[src/rtl/generador_sensores.sv]
// Parking-lot barrier stimulus generator: walks the active-low a/b lines
// through entry/exit patterns and keeps a saturating reference car count.
module generador_sensores #(
  parameter int HOLD_CYCLES = 4,
  parameter int GAP_CYCLES  = 2
) (
  input  logic       clk,
  input  logic       reset,
  input  logic       req_entrada,
  input  logic       req_salida,
  input  logic       abortar,
  output logic       a,
  output logic       b,
  output logic       ocupado,
  output logic       fin,
  output logic       abortado,
  output logic [2:0] autos
);

  typedef enum logic [2:0] {
    REPOSO,
    FASE1,
    FASE2,
    FASE3,
    RETRO,
    PAUSA
  } estado_t;

  localparam logic [7:0] HOLD_LAST = 8'(HOLD_CYCLES - 1);
  localparam logic [7:0] GAP_LAST  = 8'(GAP_CYCLES - 1);

  estado_t    estado;
  logic       dir;
  logic [1:0] fase_ret;
  logic [7:0] cnt;
  logic [1:0] fase_act;
  logic       hold_fin;
  logic       gap_fin;

  // Line pattern {a,b} for phase k of a direction; k=0 is beam clear.
  function automatic logic [1:0] patron(
    input logic       d,
    input logic [1:0] k
  );
    logic [1:0] ab;
    ab = 2'b11;
    case (k)
      2'd1:    ab = d ? 2'b10 : 2'b01;
      2'd2:    ab = 2'b00;
      2'd3:    ab = d ? 2'b01 : 2'b10;
      default: ab = 2'b11;
    endcase
    return ab;
  endfunction

  always_comb begin
    fase_act = 2'd1;
    case (estado)
      FASE2:   fase_act = 2'd2;
      FASE3:   fase_act = 2'd3;
      default: fase_act = 2'd1;
    endcase
  end

  assign hold_fin = (cnt == HOLD_LAST);
  assign gap_fin  = (cnt == GAP_LAST);

  always_ff @(posedge clk) begin
    if (reset) begin
      estado   <= REPOSO;
      dir      <= 1'b0;
      fase_ret <= 2'd0;
      cnt      <= 8'd0;
      a        <= 1'b1;
      b        <= 1'b1;
      ocupado  <= 1'b0;
      fin      <= 1'b0;
      abortado <= 1'b0;
      autos    <= 3'd0;
    end else begin
      fin      <= 1'b0;
      abortado <= 1'b0;
      unique case (estado)
        REPOSO: begin
          cnt <= 8'd0;
          if (req_entrada || req_salida) begin
            // entry wins when both are requested
            dir     <= ~req_entrada;
            estado  <= FASE1;
            ocupado <= 1'b1;
            {a, b}  <= patron(~req_entrada, 2'd1);
          end
        end
        FASE1, FASE2, FASE3: begin
          if (abortar) begin
            cnt <= 8'd0;
            if (fase_act == 2'd1) begin
              estado   <= PAUSA;
              fase_ret <= 2'd0;
              {a, b}   <= 2'b11;
              abortado <= 1'b1;
            end else begin
              estado   <= RETRO;
              fase_ret <= fase_act - 2'd1;
              {a, b}   <= patron(dir, fase_act - 2'd1);
            end
          end else if (hold_fin) begin
            cnt <= 8'd0;
            if (fase_act == 2'd3) begin
              estado <= PAUSA;
              {a, b} <= 2'b11;
              fin    <= 1'b1;
              if (!dir && autos != 3'd7)
                autos <= autos + 3'd1;
              else if (dir && autos != 3'd0)
                autos <= autos - 3'd1;
            end else begin
              estado <= (fase_act == 2'd1) ? FASE2 : FASE3;
              {a, b} <= patron(dir, fase_act + 2'd1);
            end
          end else begin
            cnt <= cnt + 8'd1;
          end
        end
        RETRO: begin
          if (hold_fin) begin
            cnt <= 8'd0;
            if (fase_ret == 2'd1) begin
              estado   <= PAUSA;
              fase_ret <= 2'd0;
              {a, b}   <= 2'b11;
              abortado <= 1'b1;
            end else begin
              fase_ret <= fase_ret - 2'd1;
              {a, b}   <= patron(dir, fase_ret - 2'd1);
            end
          end else begin
            cnt <= cnt + 8'd1;
          end
        end
        PAUSA: begin
          if (gap_fin) begin
            cnt     <= 8'd0;
            estado  <= REPOSO;
            ocupado <= 1'b0;
          end else begin
            cnt <= cnt + 8'd1;
          end
        end
        default: begin
          estado  <= REPOSO;
          cnt     <= 8'd0;
          {a, b}  <= 2'b11;
          ocupado <= 1'b0;
        end
      endcase
    end
  end

endmodule

[config.mk]
export PLATFORM = sky130hd
export DESIGN_NAME = generador_sensores
export DESIGN_NICKNAME = d
export VERILOG_FILES = /design/src/rtl/generador_sensores.sv
export SDC_FILE = /design/constraint.sdc
export NUM_CORES = 1
export LEC_CHECK = 0
export BUFFER_PORTS_ARGS = -buffer_cell sky130_fd_sc_hd__buf_2
export CORE_MARGIN = 2
export CORE_UTILIZATION = 45
export CTS_CLUSTER_DIAMETER = 30
export DETAILED_ROUTE_END_ITERATION = 7
export PLACE_DENSITY = 0.63
export SYNTH_ARGS = -nofsm -noshare
export SYNTH_HDL_FRONTEND = slang
export SYNTH_SLANG_ARGS = --single-unit
[constraint.sdc]
create_clock -name clk -period 2.4 [get_ports clk]
set_input_delay 0.36 -clock clk [delete_from_list [all_inputs] [get_ports clk]]
set_output_delay 0.36 -clock clk [all_outputs]
set_load 0.005 [all_outputs]
==> impl_summary.log, run 1 <==
[metrics] result of the run: complete, no violations
[metrics] standby leakage power: 0.567 nW
[metrics] gate count after technology mapping: 163
[metrics] Non-Filler Instances: 207
[metrics] unique cell type count in the Yosys netlist: 49
[metrics] cell at the root of the clock tree: sky130_fd_sc_hd__clkbuf_4
[metrics] Worst Hold Slack: 0.300 ns
[metrics] total detailed-routing wirelength: 2.91 mm
[metrics] buffer count from post-CTS setup fixing: 0
[metrics] Crit path required time: 2.60 ns
[metrics] most frequent cells in the layout: 26 x sky130_fd_sc_hd__nor2_1, 22 x sky130_fd_sc_hd__dfxtp_1, 12 x sky130_fd_sc_hd__nand2_1, 12 x sky130_fd_sc_hd__buf_2, 11 x sky130_fd_sc_hd__a21oi_1
[metrics] die area: ~3500 sq um
[metrics] kind of start point of the critical path: flip-flop
[metrics] number of diodes added for antenna fixing: 0
[metrics] WL per Instance: about 14 microns
[metrics] maximum number of pins on one net before global-route repair: 17
[metrics] aggregate global-route resource usage: 0.176
[metrics] total power per unit cell area: 614 nW/um^2
[metrics] number of sinks on the clock net: 22
[metrics] setup TNS: 0 ns
[metrics] netlist area before placement: between 1000 and 1500 sq um
[metrics] Tightest Hold Check Type: input pin to flip-flop
[metrics] number of maximum-capacitance violations: 0
[metrics] GRT overflow: 0
[metrics] TritonRoute pass-1 iters: 4
[metrics] Fmax achieved: between 500 and 600 MHz
[metrics] synthesized area divided by synthesized cell count: roughly 8.4 sq um
[metrics] Warnings, synthesis: 0
[metrics] number of levels in the clock H-tree: 1
[metrics] most common cell after layout, fill and taps aside: sky130_fd_sc_hd__nor2_1
[metrics] Power, Total: slightly above 0.0009 W
[metrics] clock latency on the worst-skew pair: just over 0.3 ns
[metrics] via count of the first global-routing pass: 1076
[metrics] share of post-route cells with drive strength above 1: 0.184
[metrics] type of the worst setup path: flip-flop to flip-flop
[metrics] final critical-path required period: 1.89 ns
[metrics] clock transition at the registers of the reported paths: roughly 0.12 ns
[metrics] clock tree from TritonCTS: done
[metrics] Synthesized Nets: approximately 170
[metrics] first-pass GRT wire length: ~4.7 mm
[metrics] Die Span X: 59.2 microns
[metrics] number of storage elements in the synthesis netlist: 22
[metrics] core region area: 2980 sq um
[metrics] DRC errors left: 0
[metrics] type of element capturing the critical path: flip-flop
[metrics] part of the Yosys area used for sequential elements: 0.321
[metrics] number of hold-repair buffers added at the cts stage: 0
[metrics] FILL cells: about 300
[metrics] Slew @ Worst Pin: 0.481 ns
[metrics] via total after detailed routing: approximately 1.2k
[metrics] count of final hold-check violations: 0
[metrics] detailed placement HPWL: around 2.2 mm
[metrics] number of enable-type register cells in the synthesized netlist: 0
[metrics] worst endpoint data arrival time: 2.09 ns
[metrics] flip-flop cell with the highest count after synthesis: sky130_fd_sc_hd__dfxtp_1
[metrics] final clock period utilization by the worst path: 0.787
[metrics] Cells after DPL: between 200 and 250
[metrics] starting DRC count in detailed routing: 38
[metrics] count of final setup violators: 0
[metrics] antenna violations before repair: 0
[metrics] max_slew headroom: 0.679
[metrics] final weighted congestion in routability-driven placement: about 0.86
[metrics] count of buffers from port buffering: 12
[metrics] clock tree skew after final layout: 0.0115 ns
[metrics] number of cell rows: 20
[metrics] number of nets in the final layout: roughly 190
[metrics] Bufs on Longest Clock Path: 2
[metrics] routed via count divided by cell count: 5.68
[metrics] area added between synthesis and finish: 8.40%
[metrics] Detail Route Antenna Nets: 0
[metrics] setup repair after global routing missed its margin: no
[metrics] crit path max fanout: 7
[metrics] TritonCTS buffer count: 3
[metrics] starting density of the core: 0.460
[metrics] count of pins on the block boundary: 13
[metrics] VDD IR-drop max: roughly 0.24 mV
[metrics] async set-reset flop share out of synthesis: 0
[metrics] CTS-repair resized insts: 0
[metrics] floorplan die height: just under 60 microns
[metrics] final count of pins violating max slew: 0
[per-layer routing]
layer | track usage | vias to the layer above | part of all wire
met3 | 0.0197 | 7 | 0.037
met1 | 0.231 | 541 | 0.47
li1 | - | 601 | -
met5 | 0 | - | 0
met4 | 0.0779 | 0 | 0.018
met2 | 0.289 | 26 | 0.47
[final timing paths]
kind	startpoint	end	slack (ns)	depth (start not counted)
worst max-delay path	cnt[0]	fase_ret[0]	0.51	6
worst min register to register	cnt[0]	cnt[0]	0.50	1
worst max register to register	cnt[0]	fase_ret[0]	0.51	6
worst min-delay path	req_entrada	dir	0.30	2
[logic make-up after synthesis]
| group | share of synthesized area |
|---|---|
| AOI/OAI and AO/OA | 0.209 |
| adders and majority gates | 0.0603 |
| buffers and inverters | 0.0420 |
| muxes | 0.0374 |
| xor gates and xnor gates | 0.0831 |
| DFF | 0.321 |
| and+or+nand+nor | 0.247 |
[critical path: stages (launching register included)]
cell and delay (ns):
sky130_fd_sc_hd__dfxtp_1 0.41, sky130_fd_sc_hd__ha_1 0.31, sky130_fd_sc_hd__nor3b_2 0.36, sky130_fd_sc_hd__nand2_2 0.18, sky130_fd_sc_hd__o22a_1 0.30, sky130_fd_sc_hd__mux2i_1 0.16, sky130_fd_sc_hd__nor2_1 0.05
[cell type report]
class,instances,area [sq um],area share
clock buffer,3,22.5,0.0152
timing repair buffer,16,90.1,0.0607
inverter,5,18.8,0.0126
tap,33,41.3,0.0278
multi-input combinational,128,872,0.587
sequential,22,440,0.297
[Yosys cell counts, types with 2 or more instances]
| library cell | instances | area [sq um] |
|---|---|---|
| sky130_fd_sc_hd__nor2_1 | 26 | 97.6 |
| sky130_fd_sc_hd__dfxtp_1 | 22 | 440 |
| sky130_fd_sc_hd__nand2_1 | 12 | 45.0 |
| sky130_fd_sc_hd__a21oi_1 | 11 | 55.1 |
| sky130_fd_sc_hd__xnor2_1 | 8 | 70.1 |
| sky130_fd_sc_hd__ha_1 | 5 | 62.6 |
| sky130_fd_sc_hd__inv_1 | 5 | 18.8 |
| sky130_fd_sc_hd__nand3_1 | 5 | 25.0 |
| sky130_fd_sc_hd__o21ai_0 | 5 | 25.0 |
| sky130_fd_sc_hd__xor2_1 | 5 | 43.8 |
| sky130_fd_sc_hd__a211oi_1 | 4 | 30.0 |
| sky130_fd_sc_hd__buf_2 | 4 | 20.0 |
| sky130_fd_sc_hd__mux2i_1 | 4 | 40.0 |
| sky130_fd_sc_hd__nor2b_1 | 4 | 25.0 |
| sky130_fd_sc_hd__nor3_1 | 4 | 20.0 |
| sky130_fd_sc_hd__clkbuf_1 | 2 | 7.51 |
| sky130_fd_sc_hd__nand2_2 | 2 | 12.5 |
| sky130_fd_sc_hd__o21a_1 | 2 | 15.0 |
| sky130_fd_sc_hd__o21bai_1 | 2 | 15.0 |
| sky130_fd_sc_hd__o22ai_1 | 2 | 12.5 |
[power breakdown]
part           internal, W  switching, W  total [W]
clock network    0.0000587      0.000106   0.000165
registers         0.000398     0.0000391   0.000437
logic             0.000145      0.000165   0.000311
total             0.000602      0.000311   0.000912
[metrics by stage]
stage          instance area [sq um]   util  setup WS [ns]
6_report                        1490  0.499          0.511
5_1_grt                         1490  0.499          0.404
4_1_cts                         1490  0.499          0.527
3_5_place_dp                    1460  0.491          0.575
3_3_place_gp                    1460  0.491          0.612
2_1_floorplan                   1370      -          0.784
[flip-flops by register name, summed over array words and instances (netlist names)]
register,count
fase_ret,2
cnt,8
dir,1
a,1
abortado,1
b,1
estado,3
ocupado,1
fin,1
autos,3
No activity file was read; power rests on OpenSTA's default activity.
==> run 2, diff against run 1 <==
--- a/config.mk
+++ b/config.mk
@@ -5,12 +5,13 @@
 export SDC_FILE = /design/constraint.sdc
 export NUM_CORES = 1
 export LEC_CHECK = 0
+export ABC_AREA = 1
 export BUFFER_PORTS_ARGS = -buffer_cell sky130_fd_sc_hd__buf_2
 export CORE_MARGIN = 2
 export CORE_UTILIZATION = 45
 export CTS_CLUSTER_DIAMETER = 30
 export DETAILED_ROUTE_END_ITERATION = 7
-export PLACE_DENSITY = 0.63
+export PLACE_DENSITY = 0.64
 export SYNTH_ARGS = -nofsm -noshare
 export SYNTH_HDL_FRONTEND = slang
 export SYNTH_SLANG_ARGS = --single-unit
==> constraint.sdc (replaced) <==
create_clock -name clk -period 1.8 [get_ports clk]
set_input_delay 0.27 -clock clk [delete_from_list [all_inputs] [get_ports clk]]
set_output_delay 0.27 -clock clk [all_outputs]
set_load 0.005 [all_outputs]
==> impl_summary.log, run 2 <==
[metrics] result of the run: finished with violations (was complete, no violations)
[metrics] violated checks: design-rule violations
[metrics] buffer count from post-CTS setup fixing: 0 (unchanged)
[metrics] category of cells accounting for the largest share of critical-path delay: adder cells (was simple AND/OR/NAND/NOR gates)
[metrics] final count of pins violating max slew: 0 (unchanged)
[metrics] area added between synthesis and finish: 9.99% (was 8.40%)
[metrics] CTS-repair resized insts: 0 (unchanged)
[metrics] die area: 3310 sq um (was 3500 sq um)
[metrics] highest cell delay on the worst timing path: 0.39 ns (was 0.41 ns)
[metrics] share of total power consumed by net switching: 0.455 (was 0.341)
[metrics] number of flip-flops under the largest register name: 8 (unchanged)
[metrics] unique cell type count in the Yosys netlist: 26 (was 49)
[metrics] aggregate global-route resource usage: 0.179 (was 0.176)
[metrics] register with the highest flop count: cnt (unchanged)
[metrics] count of final hold-check violations: 0 (unchanged)
[metrics] count of buffers from port buffering: 12 (unchanged)
[metrics] number of diodes added for antenna fixing: 0 (unchanged)
[metrics] number of storage elements in the synthesis netlist: 22 (unchanged)
[metrics] clock share of power: 0.128 (was 0.181)
[metrics] starting density of the core: 0.472 (was 0.460)
[metrics] total power per unit cell area: 1230 nW/um^2 (was 614 nW/um^2)
[metrics] Non-Filler Instances: 243 (was 207)
[metrics] max_slew headroom: 0.773 (was 0.679)
[metrics] detailed placement HPWL: 2.20 mm (was 2.17 mm)
[metrics] type of the worst setup path: flip-flop to flip-flop (unchanged)
[metrics] gate count after technology mapping: 196 (was 163)
[metrics] crit path max fanout: 6 (was 7)
[metrics] most used standard cells in the synthesized netlist: 54 x sky130_fd_sc_hd__nand2_1, 33 x sky130_fd_sc_hd__nor2_1, 22 x sky130_fd_sc_hd__dfxtp_1 (was 26 x sky130_fd_sc_hd__nor2_1, 22 x sky130_fd_sc_hd__dfxtp_1, 12 x sky130_fd_sc_hd__nand2_1)
[metrics] CP cell instances: inv_1 -> nand2_1 -> fa_1 -> xor2_1 -> nand3_1 -> nand2_1 -> nor2_1 (was ha_1 -> nor3b_2 -> nand2_2 -> o22a_1 -> mux2i_1 -> nor2_1)
[metrics] cell type contributing the most total cell area after synthesis: sky130_fd_sc_hd__dfxtp_1 (unchanged)
[metrics] least setup slack across all paths after layout: 0.286 ns (was 0.511 ns)
[metrics] TritonRoute pass-1 iters: 6 (was 4)
[metrics] number of nets in the final layout: 225 (was 187)
[metrics] maximum number of pins on one net before global-route repair: 12 (was 17)
[metrics] via count of the first global-routing pass: 1120 (was 1076)
[metrics] count of final setup violators: 0 (unchanged)
[metrics] part of the Yosys area used for sequential elements: 0.341 (was 0.321)
[metrics] FILL cells: 294 (was 296)
[metrics] total detailed-routing wirelength: 2.76 mm (was 2.91 mm)
[metrics] clock transition at the registers of the reported paths: 0.12 ns (about the same)
[metrics] antenna violations before repair: 0 (unchanged)
[metrics] Bufs on Longest Clock Path: 2 (unchanged)
[metrics] Internal: 0.000949 W (was 0.000602 W)
[metrics] Crit path top cell by count: sky130_fd_sc_hd__nand2_1
[metrics] TritonCTS buffer count: 3 (unchanged)
[metrics] starting DRC count in detailed routing: 45 (was 38)
[metrics] kind of start point of the critical path: flip-flop (unchanged)
[metrics] Warnings, synthesis: 0 (unchanged)
[metrics] clock latency on the worst-skew pair: 0.31 ns (about the same)
[metrics] floorplan die height: 57.5 microns (was 59.2 microns)
[metrics] VDD IR-drop max: 0.895 mV (was 0.245 mV)
[metrics] first-pass GRT wire length: 4.62 mm (was 4.74 mm)
[metrics] multi-input gate area in the final layout: 757 sq um (was 872 sq um)
[metrics] type of element capturing the critical path: flip-flop (unchanged)
[metrics] Switch Pwr: 0.000792 W (was 0.000311 W)
[metrics] number of cell rows: 19 (was 20)
[metrics] clock tree skew after final layout: 0.00591 ns (was 0.0115 ns)
[metrics] routed via count divided by cell count: 5.08 (was 5.68)
[metrics] clock tree from TritonCTS: done (unchanged)
[metrics] Post-Place Setup Slack: 0.305 ns (was 0.575 ns)
[metrics] Die Span X: 57.5 microns (was 59.2 microns)
[metrics] standard cell with the maximum stage delay on the critical path: sky130_fd_sc_hd__fa_1 (was sky130_fd_sc_hd__dfxtp_1)
[metrics] Crit path required time: 2.02 ns (was 2.60 ns)
[metrics] GRT overflow: 0 (unchanged)
[metrics] final clock period utilization by the worst path: 0.841 (was 0.787)
[metrics] Synthesized Nets: 207 (was 174)
[metrics] number of enable-type register cells in the synthesized netlist: 0 (unchanged)
[metrics] share of post-route cells with drive strength above 1: 0.146 (was 0.184)
[metrics] most frequent cells in the layout: 54 x sky130_fd_sc_hd__nand2_1, 33 x sky130_fd_sc_hd__nor2_1, 22 x sky130_fd_sc_hd__dfxtp_1, 20 x sky130_fd_sc_hd__inv_1 (was 26 x sky130_fd_sc_hd__nor2_1, 22 x sky130_fd_sc_hd__dfxtp_1, 12 x sky130_fd_sc_hd__nand2_1, 12 x sky130_fd_sc_hd__buf_2, 11 x sky130_fd_sc_hd__a21oi_1)
[metrics] most common cell after layout, fill and taps aside: sky130_fd_sc_hd__nand2_1 (was sky130_fd_sc_hd__nor2_1)
[metrics] final weighted congestion in routability-driven placement: 0.889 (was 0.856)
[metrics] WL per Instance: 11.3 microns (was 14.1 microns)
[metrics] Reg power frac: 0.384 (was 0.479)
[metrics] Slew @ Worst Pin: 0.340 ns (was 0.481 ns)
[metrics] via total after detailed routing: 1234 (was 1175)
[metrics] setup TNS: 0 ns (unchanged)
[metrics] number of sinks on the clock net: 22 (unchanged)
[metrics] most frequent cell after synthesis: sky130_fd_sc_hd__nand2_1 (was sky130_fd_sc_hd__nor2_1)
[metrics] number of maximum-capacitance violations: 0 (unchanged)
[metrics] number of hold-repair buffers added at the cts stage: 0 (unchanged)
[metrics] setup repair after global routing missed its margin: no (unchanged)
[metrics] DRC errors left: 1 (was 0)
[metrics] final critical-path required period: 1.51 ns (was 1.89 ns)
[metrics] Reg area: 440 sq um (unchanged)
[metrics] buffers plus inverters on the worst setup path: 1 (was 0)
[metrics] combinational power share: 0.488 (was 0.340)
[metrics] Tightest Hold Check Type: input pin to flip-flop (unchanged)
[metrics] Detail Route Antenna Nets: 0 (unchanged)
[metrics] fraction of synthesized cell area taken by the top area cell type: 0.341 (was 0.321)
[metrics] flip-flop cell with the highest count after synthesis: sky130_fd_sc_hd__dfxtp_1 (unchanged)
[metrics] async set-reset flop share out of synthesis: 0 (unchanged)
[metrics] standby leakage power: 0.709 nW (was 0.567 nW)
[metrics] netlist area before placement: 1290 sq um (was 1370 sq um)
[metrics] count of pins on the block boundary: 13 (unchanged)
[metrics] Cells after DPL: 240 (was 204)
[metrics] registers with the highest flip-flop counts: cnt x8, autos x3, estado x3 (unchanged)
[metrics] Fmax achieved: 661 MHz (was 529 MHz)
[metrics] cell at the root of the clock tree: sky130_fd_sc_hd__clkbuf_4 (unchanged)
[metrics] synth top area cells: sky130_fd_sc_hd__dfxtp_1 34%, sky130_fd_sc_hd__nand2_1 16%, sky130_fd_sc_hd__nor2_1 9.6% (was sky130_fd_sc_hd__dfxtp_1 32%, sky130_fd_sc_hd__nor2_1 7.1%, sky130_fd_sc_hd__xnor2_1 5.1%)
[metrics] core region area: 2730 sq um (was 2980 sq um)
[metrics] worst endpoint data arrival time: 1.73 ns (was 2.09 ns)
[metrics] synthesized area divided by synthesized cell count: 6.58 sq um (was 8.41 sq um)
[metrics] number of levels in the clock H-tree: 1 (unchanged)
[run 2: kinds of logic after synthesis]
logic type / share of synthesized area
compound gates: 0.0951
flops: 0.341
buf+inv: 0.0718
xor+xnor: 0.0340
fa+ha+maj: 0.0640
simple gates: 0.394
[run 2: per-stage QoR]
stage | total power, W | hold slack (ns) | utilization | cell area, sq um
finish | 0.00174 | 0.201 | 0.519 | 1420
global route | 0.00192 | 0.216 | 0.519 | 1420
CTS | 0.00175 | 0.200 | 0.519 | 1420
detailed placement | 0.00152 | 0.456 | 0.511 | 1400
global placement | 0.00151 | 0.446 | 0.511 | 1400
floorplan | 0.00131 | 0.339 | - | 1290
[run 2: routing by layer]
metal | GRT usage | part of all wire | vias to the layer above
met5 | 0 | 0 | -
li1 | - | - | 648
met2 | 0.310 | 0.47 | 29
met4 | 0.0399 | 0.0062 | 0
met3 | 0.0272 | 0.058 | 2
met1 | 0.234 | 0.47 | 555
[run 2: path summary, 6_finish.rpt]
path | from | end | slack, ns | cells after the start
worst min register to register | ocupado | ocupado | 0.47 | 2
worst max-delay path | dir | autos[2] | 0.29 | 7
worst min-delay path | reset | ocupado | 0.20 | 2
worst max register to register | dir | autos[2] | 0.29 | 7
[run 2: final cells by class]
class	instances	share of cell area
multi-input cells	150	0.534
flip-flops and latches	22	0.310
inverters	24	0.0653
repair buffers	13	0.0476
well taps	31	0.0273
clock buffers	3	0.0159
[run 2: power by group through the flow]
| stage | registers, W | logic (W) | clock network [W] |
|---|---|---|---|
| floorplan | 0.000666 | 0.000649 | 0 |
| global placement | 0.000677 | 0.000833 | 0 |
| detailed placement | 0.000678 | 0.000841 | 0 |
| CTS | 0.000667 | 0.000847 | 0.000235 |
| global route | 0.000682 | 0.000988 | 0.000249 |
| finish | 0.000668 | 0.000850 | 0.000224 |
